## config.mk

```make
export PLATFORM = sky130hd
export DESIGN_NAME = onehot_enc_pipe
export DESIGN_NICKNAME = d
export VERILOG_FILES = /design/src/rtl/enc_pkg.sv /design/src/rtl/onehot_enc_core.sv /design/src/rtl/onehot_enc_pipe.sv
export SDC_FILE = /design/constraint.sdc
export NUM_CORES = 1
export LEC_CHECK = 0
export BUFFER_PORTS_ARGS = -buffer_cell sky130_fd_sc_hd__clkbuf_2
export CAP_MARGIN = 5
export CORE_MARGIN = 5
export CORE_UTILIZATION = 40
export CTS_CLUSTER_SIZE = 16
export DETAILED_ROUTE_END_ITERATION = 10
export GPL_TIMING_DRIVEN = 0
export SLEW_MARGIN = 10
export SYNTH_ARGS = -nofsm -noshare
export SYNTH_HDL_FRONTEND = slang
export SYNTH_SLANG_ARGS = --single-unit
```

## constraint.sdc

```tcl
create_clock -name clk -period 2.88 [get_ports clk]
set_input_delay 0.576 -clock clk [delete_from_list [all_inputs] [get_ports clk]]
set_output_delay 0.576 -clock clk [all_outputs]
set_load 0.02 [all_outputs]
```

## src/rtl/enc_pkg.sv

```systemverilog
// enc_pkg: shared enums for the one-hot encoder pipeline.
// Result structs are declared per module so the index width follows N.
package enc_pkg;

  typedef enum logic {
    ENC_STRICT = 1'b0,
    ENC_PRIO   = 1'b1
  } enc_mode_e;

  typedef enum logic [1:0] {
    EMPTY = 2'd0,
    ONE   = 2'd1,
    TWO   = 2'd2
  } skid_state_e;

endpackage

```

## src/rtl/onehot_enc_core.sv

```systemverilog
// onehot_enc_core: combinational N-bit one-hot / priority decode.
// Result layout is {idx, err, multi}.
module onehot_enc_core
  import enc_pkg::*;
#(
  parameter  int N = 8,
  localparam int W = $clog2(N)
) (
  input  logic [N-1:0] i_vec,
  input  enc_mode_e    i_mode,
  output logic [W+1:0] o_res
);

  typedef struct packed {
    logic [W-1:0] idx;
    logic         err;
    logic         multi;
  } enc_res_t;

  logic [N-1:0] w_low;
  logic [W-1:0] w_low_idx;
  logic         w_any;
  logic         w_multi;
  enc_res_t     w_res;

  // Two's-complement trick isolates the lowest set bit.
  assign w_low   = i_vec & (~i_vec + N'(1));
  assign w_any   = |i_vec;
  assign w_multi = |(i_vec & ~w_low);

  always_comb begin
    w_low_idx = '0;
    for (int i = 0; i < N; i++) begin
      if (w_low[i]) w_low_idx = W'(i);
    end
  end

  always_comb begin
    w_res       = '0;
    w_res.multi = w_multi;
    unique case (1'b1)
      (i_mode == ENC_PRIO): begin
        w_res.err = !w_any;
        w_res.idx = w_low_idx;
      end
      default: begin
        w_res.err = !w_any || w_multi;
        w_res.idx = w_res.err ? '0 : w_low_idx;
      end
    endcase
  end

  assign o_res = w_res;

endmodule

```

## src/rtl/onehot_enc_pipe.sv

```systemverilog
// onehot_enc_pipe: decoded one-hot index behind a two-entry skid buffer
// with registered in_ready and a saturating error counter.
module onehot_enc_pipe
  import enc_pkg::*;
#(
  parameter  int N     = 8,
  parameter  int CNT_W = 8,
  localparam int W     = $clog2(N)
) (
  input  logic             clk,
  input  logic             rst,
  input  logic             in_valid,
  output logic             in_ready,
  input  logic [N-1:0]     dat_in,
  input  logic             mode,
  output logic             out_valid,
  input  logic             out_ready,
  output logic [W-1:0]     dat_out,
  output logic             err,
  output logic             multi,
  output logic [CNT_W-1:0] err_cnt,
  input  logic             clr_cnt
);

  typedef struct packed {
    logic [W-1:0] idx;
    logic         err;
    logic         multi;
  } enc_res_t;

  localparam logic [CNT_W-1:0] CNT_MAX = '1;

  skid_state_e      r_state;
  skid_state_e      w_next;
  enc_res_t         w_dec;
  enc_res_t         r_out;
  enc_res_t         r_skid;
  logic             r_ready;
  logic [CNT_W-1:0] r_cnt;
  logic             w_push;
  logic             w_pop;
  logic             w_err_push;

  onehot_enc_core #(
    .N(N)
  ) u_core (
    .i_vec  (dat_in),
    .i_mode (enc_mode_e'(mode)),
    .o_res  (w_dec)
  );

  // Masking by rst keeps handshakes dead in the reset cycle;
  // r_ready itself resets high so acceptance resumes right after.
  assign in_ready   = r_ready & ~rst;
  assign out_valid  = (r_state != EMPTY) & ~rst;
  assign err_cnt    = rst ? '0 : r_cnt;
  assign w_push     = in_valid & in_ready;
  assign w_pop      = out_valid & out_ready;
  assign w_err_push = w_push & w_dec.err;

  assign dat_out = r_out.idx;
  assign err     = r_out.err;
  assign multi   = r_out.multi;

  always_comb begin
    w_next = r_state;
    unique case (r_state)
      EMPTY: if (w_push) w_next = ONE;
      ONE: begin
        if (w_push && !w_pop)      w_next = TWO;
        else if (w_pop && !w_push) w_next = EMPTY;
      end
      TWO:   if (w_pop) w_next = ONE;
      default: w_next = EMPTY;
    endcase
  end

  always_ff @(posedge clk) begin
    if (rst) begin
      r_state <= EMPTY;
      r_ready <= 1'b1;
      r_out   <= '0;
      r_skid  <= '0;
    end else begin
      r_state <= w_next;
      r_ready <= (w_next != TWO);
      if (w_push && (r_state == EMPTY || w_pop))
        r_out <= w_dec;
      else if (w_pop && r_state == TWO)
        r_out <= r_skid;
      if (w_push && !w_pop && r_state == ONE)
        r_skid <= w_dec;
    end
  end

  always_ff @(posedge clk) begin
    if (rst)
      r_cnt <= '0;
    else if (clr_cnt)
      r_cnt <= CNT_W'(w_err_push);
    else if (w_err_push && r_cnt != CNT_MAX)
      r_cnt <= r_cnt + 1'b1;
  end

endmodule

```

[Word-level counts from Yosys, hierarchy flattened]
Index checks and enable logic that the tools add are counted.
Word-level totals
  register bits: 21
  input port bits: 14
  word-level logic and storage cells: 63
Cells by class
  add/subtract/negate cells: 2
  eq/ne operators: 4
  multiplexer cells: 19
  bitwise operators: 10
  reduce and logical (&&, ||, !) cells: 18
Operator list (count)
  $mux W3: 7
  $add A8 B1 Y8 const B: 2
  $and A8 B8 Y8: 2
  $not A8 Y8: 2
  $reduce_or A8 Y1: 2
  $mux W5: 2
  $mux W2: 4
  $mux W8: 1
  $ne A8 B8 Y1 const B: 1
  $logic_and A1 B1 Y1: 6
  $pmux W2 S3: 1
  $reduce_bool A2 Y1: 3
  $and A1 B1 Y1: 5
  $mux W4: 1
  $logic_not A1 Y1: 3
  $mux W1: 3
  $eq A2 B1 Y1 const B: 1
  $eq A2 B2 Y1 const B: 1
  $logic_not A2 Y1: 1
  $logic_or A1 B1 Y1: 2
  $ne A2 B2 Y1 const B: 1
  $reduce_or A2 Y1: 1
  $not A1 Y1: 1

[Depth between registers and ports, before layout]
Gate-level depths: netlist (run 1).
  word-level depth: 16
  depth in mapped cells: 7
  mapped depth without buffers: 6

[Cells and area by module]
From an unflattened synthesis (run 1), not the netlist that was laid out.
Second synthesis, totals
  cells, all modules: 148
  area, all modules: 1226.2 µm²
By module, submodules not included
  onehot_enc_pipe: times used 1, cells an instance 113, area each 1003.5 µm²
  onehot_enc_core: times used 1, cells an instance 35, area each 222.7 µm²

[Least setup slack after synthesis (run 1)]
OpenSTA, ideal clock, no wires.
  path type: input -> register
  start point: in dat_in[4]
  end point: reg r_cnt[6]
  library setup time: 117 ps
  arrival: 2108 ps
  data required time: 2763 ps
  slack: 655 ps
  stages: 7
  path buffers: 2
  cells stage by stage: clkbuf_1 maj3_1 o311a_1 o31a_1 buf_6 a41oi_2 nor2_1
On the way
  word-level cells in the longest chain between the ends: 10
  elaborated cells on any way between the ends: 12
  those cells by class: add/sub: 1; mux: 1; bitwise: 5; reduce/logical: 5
RTL lines
  start, declared: line onehot_enc_pipe.sv:14  | input logic [N-1:0] dat_in,
  $not A8 Y8: line onehot_enc_core.sv:27  | assign w_low = i_vec & (~i_vec + N'(1));
  $add A8 B1 Y8: line onehot_enc_core.sv:27
  $and A8 B8 Y8: line onehot_enc_core.sv:27
  $not A8 Y8: line onehot_enc_core.sv:29  | assign w_multi = |(i_vec & ~w_low);
  $and A8 B8 Y8: line onehot_enc_core.sv:29
  $reduce_or A8 Y1: line onehot_enc_core.sv:29
  $logic_or A1 B1 Y1: line onehot_enc_core.sv:47  | w_res.err = !w_any || w_multi;
  $mux W4 (*): line onehot_enc_core.sv:41  | unique case (1'b1)
  $and A1 B1 Y1 (*): line onehot_enc_pipe.sv:59  | assign w_err_push = w_push & w_dec.err;
  $logic_and A1 B1 Y1 (*): line onehot_enc_pipe.sv:101  | else if (w_err_push && r_cnt != CNT_MAX)
  end signal, assigned: line onehot_enc_pipe.sv:100  | r_cnt <= CNT_W'(w_err_push);
  end signal, assigned: line onehot_enc_pipe.sv:102  | r_cnt <= r_cnt + 1'b1;
  end, declared: line onehot_enc_pipe.sv:39  | logic [CNT_W-1:0] r_cnt;
Every way passes the cells marked *; elsewhere a longest branch is shown, timed or not.
A chain may end at the register's enable or synchronous reset.

[Worst setup path in the final report (run 1)]
  start point: in dat_in[1]
  end point: reg r_cnt[2]
Same word-level chain as after synthesis.

==> results of run 1 <==
-- final cells by class --
cell class | instances | share of cell area, %
Multi-Input combinational cell | 123 | 54.4
Sequential cell | 21 | 27.9
Timing Repair Buffer | 27 | 8.98
Tap cell | 44 | 3.66
Buffer | 6 | 2.00
Clock buffer | 3 | 1.50
Inverter | 4 | 0.998
Clock inverter | 1 | 0.499
-- layer usage --
metal	vias up	part of all wire [%]
met5	-	0
met4	0	1.1
met3	2	5.0
met2	32	45
met1	585	49
li1	639	-
-- tightest hold or removal path: stages, from the launching register on --
cell      delay, ns
dfxtp_1        0.34
nand3b_1       0.08
o31ai_1        0.06
-- registers in the layout, indices dropped and copies added, names as in the netlist --
register / count
r_ready: 1
r_state: 2
dat_out: 3
multi: 1
r_cnt: 8
err: 1
r_skid: 5
-- worst paths after layout --
| check | startpoint | endpoint | depth (start not counted) |
|---|---|---|---|
| setup reg to reg | r_cnt[0] | r_cnt[4] | 5 |
| hold reg to reg | r_skid[3] | r_skid[3] | 2 |
| setup / recovery | dat_in[1] | r_cnt[2] | 7 |
| hold / removal | r_skid[3] | r_skid[3] | 2 |
-- layout by cell type (no fill, tap or decap), drive strengths merged, types with 3 or more instances in the layout --
cell type / synthesis / routed
dfxtp: 21 / 21
nand2: 4 / 4
nand3: 5 / 5
a41o: 3 / 3
o31ai: 8 / 8
a21oi: 8 / 8
mux2i: 7 / 7
o32ai: 3 / 3
nand2b: 4 / 4
inv: 4 / 4
nor3: 3 / 3
a211oi: 3 / 3
nand3b: 4 / 4
o21ai: 7 / 7
nor2: 20 / 20
clkbuf: 5 / 35
and3: 5 / 5
nor2b: 12 / 12
-- power groups by stage --
stage	combinational [W]	clock (W)	sequential, W
floorplan	0.0000567	0	0.000312
global route	0.000104	0.000164	0.000303
finish	0.0000944	0.000153	0.000302
global placement	0.0000925	0	0.000308
CTS	0.0000952	0.000155	0.000302
detailed placement	0.0000949	0	0.000309
-- per-stage QoR --
| stage | hold slack, ns | instance area, um2 |
|---|---|---|
| after floorplan | 0.459 | 1280 |
| after global placement | 0.471 | 1480 |
| after detailed placement | 0.479 | 1480 |
| after CTS | 0.502 | 1510 |
| after global routing | 0.531 | 1510 |
| final | 0.507 | 1510 |
-- cell families after synthesis --
logic type,after synthesis
multiplexers,7
adder cells (fa/ha/maj),3
buffers and inverters,10
XOR/XNOR,1
flip-flops,21
AO/OA/AOI/OAI,45
AND/OR/NAND/NOR,67
==> flow_summary_export.csv, run 1 <==
group,metric,value,unit
yosys,synth-simple-area-share,28.8,%
power,irDropWorstVdd,0.123,mV
final_layout,multi_input_area,820,um2
hold_path,hold_class,"register to register",
power,swShare,29.6,%
cts,post-cts-setup-buffers,0,
timing,setup-tns-final,0,ns
timing,final_hold_viol_count,0,
setup_path,cp.required,3.14,ns
floorplan,core-area,3080,um2
yosys,ys_warn_count,0,
timing,fin_ws,0.767,ns
grt,busiest_layer,"met2",
grt,grt_pass1_wl,4.95,mm
route,wirelength,3.04,mm
final_layout,fin_util,48.9,%
final_layout,layout.cells.non_filler,229,
yosys,synth_top_family_by_area,"simple AND/OR/NAND/NOR gates",
final_layout,layout.nets,201,
floorplan,num_rows,20,
power,p_switching,0.000163,W
yosys,yosysUniqueCellTypes,42,
setup_path,ff2ff_setup_slack,1.17,ns
grt,grt_max_degree,14,
final_layout,syn_to_final_growth,17.1,%
placement,dp_cells,225,
floorplan,die_area,4450,um2
cts,post_cts_resize_count,0,
placement,place_congestion,0.824,
setup_path,cp_slowest_cell,"or4_4",
yosys,async_flop_share,0,%
floorplan,ios,29,
setup_path,cp.arrival,2.38,ns
grt,met2_usage,23.9,%
placement,portBuffers,27,
power,leakage,0.593,nW
cts,cts-root-buf,"clkbuf_4",
yosys,synth_area_leaders,"dfxtp_1 33%, nor2_1 5.8%, nor2b_1 5.8%",
power,combPwrFrac,17.2,%
timing,rsz0062_at_grt,"no",
timing,period_needed,2.11,ns
grt,antenna_found_initial,0,
setup_path,worstSetupPathType,"input port to register",
floorplan,die_x,66.7,um
power,intPower,0.000387,W
yosys,ys_ff_latch,21,
route,vias_per_cell,5.49,
cts,cts_hold_buffers,0,
final_layout,n_antenna_cell,0,
cts,cts_tree,"built",
timing,skew,0.00367,ns
power,p_clk_share,27.8,%
setup_path,startpoint_type,"input port",
setup_path,endpoint_kind,"register",
yosys,muxShareOfSynthArea,5.45,%
cts,clock_latency,0.31,ns
timing,max_freq,473,MHz
yosys,syn_nets,169,
yosys,synth-compound-area-share,26.3,%
setup_path,critical_path.cell_chain,"clkbuf_2 -> or4_4 -> o311a_1 -> o31a_1 -> buf_6 -> a31oi_1 -> a41o_1",
power,p_per_area,365,nW/um2
timing,finalCritPeriodShare,73.4,%
yosys,synth_flop_cell,"dfxtp_1",
setup_path,cp.buffers_inverters,2,
floorplan,start_util,41.7,%
route,drc,0,
yosys,yosys-top-cells-count,"21 x dfxtp_1, 20 x nor2_1, 12 x nor2b_1",
yosys,synthAdderAreaFrac,2.53,%
yosys,synth_area_leader_cell,"dfxtp_1",
job,max_cap_violations,0,
grt,grt-ovfl-total,0,
timing,maxSlewHeadroom,61.4,%
power,total_power,0.000550,W
cts,htreeDepth,1,
cts,cts-buffers-inserted,3,
cts,clk_pin_slew,0.13,ns
floorplan,die_h,66.7,um
route,drt_iter0_drc,28,
route,ant_nets,0,
timing,maxSlewViolCount,0,
placement,pre_cts_slack,0.438,ns
setup_path,critPathMaxStageDelay,0.58,ns
yosys,synth.top_cell.area_share,32.7,%
grt,grt_use_met3,2.36,%
yosys,syn_area,1280,um2
grt,track_usage,14.2,%
grt,grtUsageMet1,17.9,%
final_layout,register_area,420,um2
setup_path,cp_max_fo,10,
route,num_vias,1258,
run_status,status,"completed",
power,p_seq_share,55.0,%
cts,clk_path_buf_depth,2,
timing,setup_viol,0,
final_layout,drive_gt1_share,20.5,%
yosys,synth-seq-area-share,32.7,%
yosys,syn_avg_cell_area,8.34,um2
route,firstDrtPassIters,4,
yosys,syn_inst,154,
placement,dp_hpwl,2.34,mm
final_layout,n_fill_cell,315,
grt,grt_pass1_vias,1141,
route,wl_per_cell,13.3,um
yosys,synth_enable_flop_cells,0,
yosys,synth_xor_xnor_area_share,0.682,%
setup_path,crit_family,"compound AO/OA/AOI/OAI gates",
cts,clock-sinks,21,
timing,tightest_slew,0.577,ns
yosys,synth_most_common_cell,"dfxtp_1",
(Power assumes the default switching activity.)
==> run 2: changes to the inputs <==
Clock period 2.88 ns to 1.9 ns, I/O delays scaled along.
==> run 2 against run 1 <==
  * Clock power is 46% higher
  * Hold slack worse by 0.16 ns
  * Count of clock-buffer cells in the layout stayed put
  * Register-to-register slack worse by 0.98 ns
  * Critical endpoint is now r_cnt[4]
==> flow_summary_export.csv, run 2 (synthesized netlist as in run 1, its figures left out) <==
group,metric,value,unit
run_status,status,"completed",
power,irDropWorstVdd,0.322,mV
timing,tightest_slew,0.559,ns
setup_path,reg2reg_depth,5,
power,p_per_area,534,nW/um2
floorplan,die_h,66.7,um
route,wl_per_cell,13.0,um
setup_path,worstSetupPathType,"input port to register",
route,vias_per_cell,5.43,
setup_path,cp_max_fo,5,
grt,antenna_found_initial,0,
final_layout,n_antenna_cell,0,
cts,cts_tree,"built",
timing,rsz0062_at_grt,"no",
grt,grtUsageMet1,20.3,%
route,drt_iter0_drc,49,
setup_path,ff2ff_setup_slack,0.19,ns
floorplan,num_rows,20,
setup_path,endpoint_kind,"register",
hold_path,hold_class,"input port to register",
grt,busiest_layer,"met2",
timing,whs,0.349,ns
setup_path,crit_family,"simple AND/OR/NAND/NOR gates",
hold_path,hold_end,"r_ready",
route,drc,0,
final_layout,largest_reg_flops,8,
cts,clk_pin_slew,0.12,ns
grt,grt_pass1_wl,5.19,mm
timing,finalCritPeriodShare,97.2,%
cts,htreeDepth,1,
hold_path,hp-start,"out_ready",
placement,place_congestion,0.830,
cts,clock_latency,0.31,ns
route,ant_nets,0,
cts,cts-root-buf,"clkbuf_4",
floorplan,start_util,41.7,%
timing,period_needed,1.85,ns
setup_path,critPathMaxStageDelay,0.58,ns
grt,track_usage,14.8,%
final_layout,drive_gt1_share,23.7,%
setup_path,startpoint_type,"input port",
cts,cts-buffers-inserted,3,
hold_path,whs_path_depth,2,
timing,setup-tns-final,0,ns
final_layout,top_register,"r_cnt",
setup_path,cp.required,2.16,ns
grt,grt-ovfl-total,0,
final_layout,fin_util,50.7,%
setup_path,cp_slowest_cell,"or4_4",
grt,grt_use_met3,1.18,%
final_layout,mostFrequentLayoutCells,"27 x clkbuf_2, 21 x dfxtp_1, 20 x nor2_1",
timing,maxSlewHeadroom,62.6,%
setup_path,cp.buffers_inverters,1,
placement,dp_hpwl,2.28,mm
job,max_cap_violations,0,
cts,clock-sinks,21,
grt,grt_pass1_vias,1195,
setup_path,critical_path.cell_chain,"clkbuf_2 -> or4_4 -> nor3_4 -> o31ai_4 -> or4_1 -> a21oi_1",
floorplan,ios,29,
grt,grt_max_degree,13,
setup_path,cp.arrival,2.10,ns
floorplan,core-area,3080,um2
final_layout,syn_to_final_growth,21.4,%
power,total_power,0.000834,W
route,num_vias,1248,
floorplan,die_area,4450,um2
route,wirelength,3.00,mm
timing,maxSlewViolCount,0,
timing,max_freq,541,MHz
timing,skew,0.00188,ns
final_layout,layout.nets,202,
route,firstDrtPassIters,4,
placement,portBuffers,27,
floorplan,die_x,66.7,um
final_layout,final_common_cell,"clkbuf_2",
power,leakage,0.618,nW
timing,setup_viol,0,
final_layout,n_fill_cell,313,
setup_path,r2r_start,"r_cnt[0]",
grt,met2_usage,23.3,%
cts,clk_path_buf_depth,2,
timing,final_hold_viol_count,0,
setup_path,worstReg2RegEnd,"r_cnt[4]",
-- run 2: changes by cell type in the layout (fill, tap and decap cells not counted), sizes merged --
cell      change
clkinv        +1
buf           +1
clkinvlp      -1
-- run 2: metrics by stage --
stage / setup WS, ns / cell area, um2 / std cells
CTS: 0.0197 / 1510 / 229
finish: 0.0524 / 1560 / 230
floorplan: -0.0850 / 1290 / 154
global placement: -0.292 / 1480 / 225
global route: 0.0117 / 1560 / 230
detailed placement: -0.310 / 1480 / 225
-- run 2: metal layers --
layer / up-vias / share of wire (%)
li1: 644 / -
met1: 563 / 50
met2: 36 / 42
met3: 5 / 5.4
met4: 0 / 1.9
met5: - / 0
-- run 2: power breakdown --
group | switching, W | internal [W] | total [W]
sequential | 0.00000696 | 0.000450 | 0.000457
combinational | 0.0000918 | 0.0000604 | 0.000152
clock | 0.000145 | 0.0000788 | 0.000224
total | 0.000244 | 0.000590 | 0.000834
-- run 2: layout make-up --
cell class                 count  area (um2)  share of cell area, %
timing repair buffer          28         143                   9.14
clock inverter                 1        5.00                  0.321
inverter                       4        15.0                  0.962
tap                           44        55.1                   3.53
buffer                         6        33.8                   2.17
sequential                    21         420                   26.9
multi-input combinational    123         866                   55.5
clock buffer                   3        22.5                   1.44
-- run 2: how the worst max path moves through the flow --
| stage | startpoint | to | slack [ns] | depth (start not counted) |
|---|---|---|---|---|
| 2_1_floorplan | dat_in[3] | r_cnt[2] | -0.08 | 5 |
| 3_3_place_gp | dat_in[3] | r_cnt[6] | -0.29 | 7 |
| 3_5_place_dp | dat_in[3] | r_cnt[2] | -0.31 | 7 |
| 4_1_cts | dat_in[3] | r_cnt[2] | 0.02 | 7 |
| 5_1_grt | dat_in[0] | r_cnt[4] | 0.01 | 6 |
| 6_report | dat_in[0] | r_cnt[4] | 0.05 | 6 |
-- run 2: repair_timing --
| item | 4_1_cts | 5_1_grt |
|---|---|---|
| hold endpoints to repair | 0 | 0 |
| hold buffers | 0 | 0 |
| setup buffers | 0 | 1 |
| endpoints found under the setup margin | 0 | 8 |
| gates resized for setup | 0 | 4 |
==> run 3: changes to the inputs <==
Settings changed: CORE_MARGIN 5 to 1.5, GPL_ROUTABILITY_DRIVEN from default to 0, PLACE_DENSITY from default to 0.67.
==> run 3 against run 2 <==
  * Hold slack improved by 0.0067 ns
  * First-iteration DRC count increased by 63%
  * Die area decreased by 20%
  * Critical endpoint is now r_cnt[3]
  * Largest cell class unchanged
  * Clock skew increased by 0.010 ns
==> flow_summary_export.csv, run 3 (synthesized netlist as in run 1, its figures left out) <==
group,metric,value,unit
run_status,status,"completed",
timing,setup_viol,0,
route,num_vias,1262,
job,max_cap_violations,0,
route,firstDrtPassIters,4,
floorplan,ios,29,
floorplan,num_rows,20,
final_layout,n_antenna_cell,0,
grt,grt_pass1_vias,1094,
floorplan,die_area,3560,um2
cts,clk_path_buf_depth,2,
route,wl_met2,1.41,mm
route,vias_per_cell,5.51,
timing,period_needed,1.83,ns
final_layout,fin_util,51.1,%
timing,whs,0.356,ns
hold_path,hold_class,"input port to register",
grt,track_usage,17.5,%
timing,rsz0062_at_grt,"no",
setup_path,critPathMaxStageDelay,0.56,ns
placement,dp_cells,225,
placement,portBuffers,27,
setup_path,critical_path.cell_chain,"buf_4 -> or4_4 -> o311a_4 -> o31a_1 -> buf_6 -> a31oi_2 -> a41o_1",
timing,maxSlewHeadroom,59.1,%
final_layout,mostFrequentLayoutCells,"25 x clkbuf_2, 21 x dfxtp_1, 20 x nor2_1",
route,ant_nets,0,
cts,clock-sinks,21,
route,drt_iter0_drc,80,
cts,htreeDepth,1,
timing,maxSlewViolCount,0,
floorplan,core-area,3050,um2
timing,tightest_slew,0.609,ns
timing,max_freq,548,MHz
cts,cts-buffers-inserted,3,
timing,finalCritPeriodShare,96.1,%
cts,cts_tree,"built",
grt,antenna_found_initial,0,
setup_path,endpoint_kind,"register",
final_layout,largest_reg_flops,8,
power,irDropWorstVdd,0.207,mV
cts,clk_pin_slew,0.13,ns
power,total_power,0.000836,W
cts,clock_latency,0.32,ns
route,drc,0,
final_layout,final_common_cell,"clkbuf_2",
timing,skew,0.0122,ns
route,wl_per_cell,12.9,um
floorplan,die_h,59.7,um
route,top_layer_used,"met4",
setup_path,cp_max_fo,10,
cts,cts-root-buf,"clkbuf_4",
final_layout,layout.cells.non_filler,229,
final_layout,top_register,"r_cnt",
final_layout,layout.nets,201,
grt,grt_pass1_wl,4.82,mm
floorplan,start_util,42.1,%
power,leakage,0.615,nW
final_layout,drive_gt1_share,23.8,%
setup_path,cp_slowest_cell,"or4_4",
timing,final_hold_viol_count,0,
grt,grt_max_degree,12,
grt,grt-ovfl-total,0,
power,p_per_area,536,nW/um2
final_layout,syn_to_final_growth,21.3,%
setup_path,cp.arrival,2.10,ns
route,wirelength,2.96,mm
route,wl_met1,1.41,mm
cts,post-cts-setup-buffers,0,
placement,dp_hpwl,2.27,mm
setup_path,cp.required,2.17,ns
floorplan,die_x,59.7,um
setup_path,worstSetupPathType,"input port to register",
route,route.met3.wl,75,um
setup_path,startpoint_type,"input port",
==> run 3: changes by cell type in the layout (fill, tap and decap cells not counted) <==
cell / previous run / this run
clkbuf_2: 27 / 25
a21oi_1: 7 / 6
a21oi_2: 1 / 2
a31oi_2: 0 / 1
a31oi_4: 1 / 0
buf_6: 1 / 2
clkbuf_1: 4 / 5
clkinv_2: 1 / 0
or4_1: 1 / 0
or4_4: 1 / 2
==> run 3: what timing repair did <==
action,4_1_cts,5_1_grt
pin swaps,2,5
hold endpoints to repair,0,0
endpoints found under the setup margin,2,5
hold buffers,0,0
cloned,0,0
resized for setup,2,9
==> run 3: worst paths after layout <==
check                            endpoint      start  cells past startpoint  slack (ns)
worst max register to register   r_cnt[4]   r_cnt[0]                      5        0.19
worst min register to register  r_skid[1]  r_skid[1]                      2        0.51
worst min-delay path              r_ready  out_ready                      2        0.36
worst max-delay path             r_cnt[3]  dat_in[2]                      7        0.07
==> run 3: area by class of cell <==
type,count,area [um2]
tap,44,55.1
clock buffer,4,26.3
timing repair buffer,27,144
buffer,6,33.8
sequential,21,420
fill,318,1490
multi-input combinational,123,865
inverter,4,15.0
==> run 3: power by group <==
group	internal [W]	total (W)	switching, W
Clock	0.0000822	0.000225	0.000143
Combinational	0.0000619	0.000154	0.0000917
Sequential	0.000450	0.000458	0.00000715
Total	0.000595	0.000836	0.000242
==> run 3: metal layers <==
layer	vias to the layer above	track usage (%)
li1	640	-
met4	0	6.67
met1	593	23.6
met3	5	1.30
met5	-	0
met2	24	29.2
==> run 3: through the flow <==
step / cell area (um2) / worst slack, ns / TNS, ns
6_report: 1560 / 0.0735 / 0
5_1_grt: 1560 / 0.0135 / 0
4_1_cts: 1530 / 0.0138 / 0
3_5_place_dp: 1480 / -0.335 / -4.10
3_3_place_gp: 1480 / -0.282 / -3.56
2_1_floorplan: 1290 / -0.0850 / -0.574
==> run 3: critical path, delay by kind of cell <==
family	cells	cell delay, ns
AO/OA/AOI/OAI	4	0.87
AND/OR/NAND/NOR	1	0.56
buffers and inverters	2	0.28
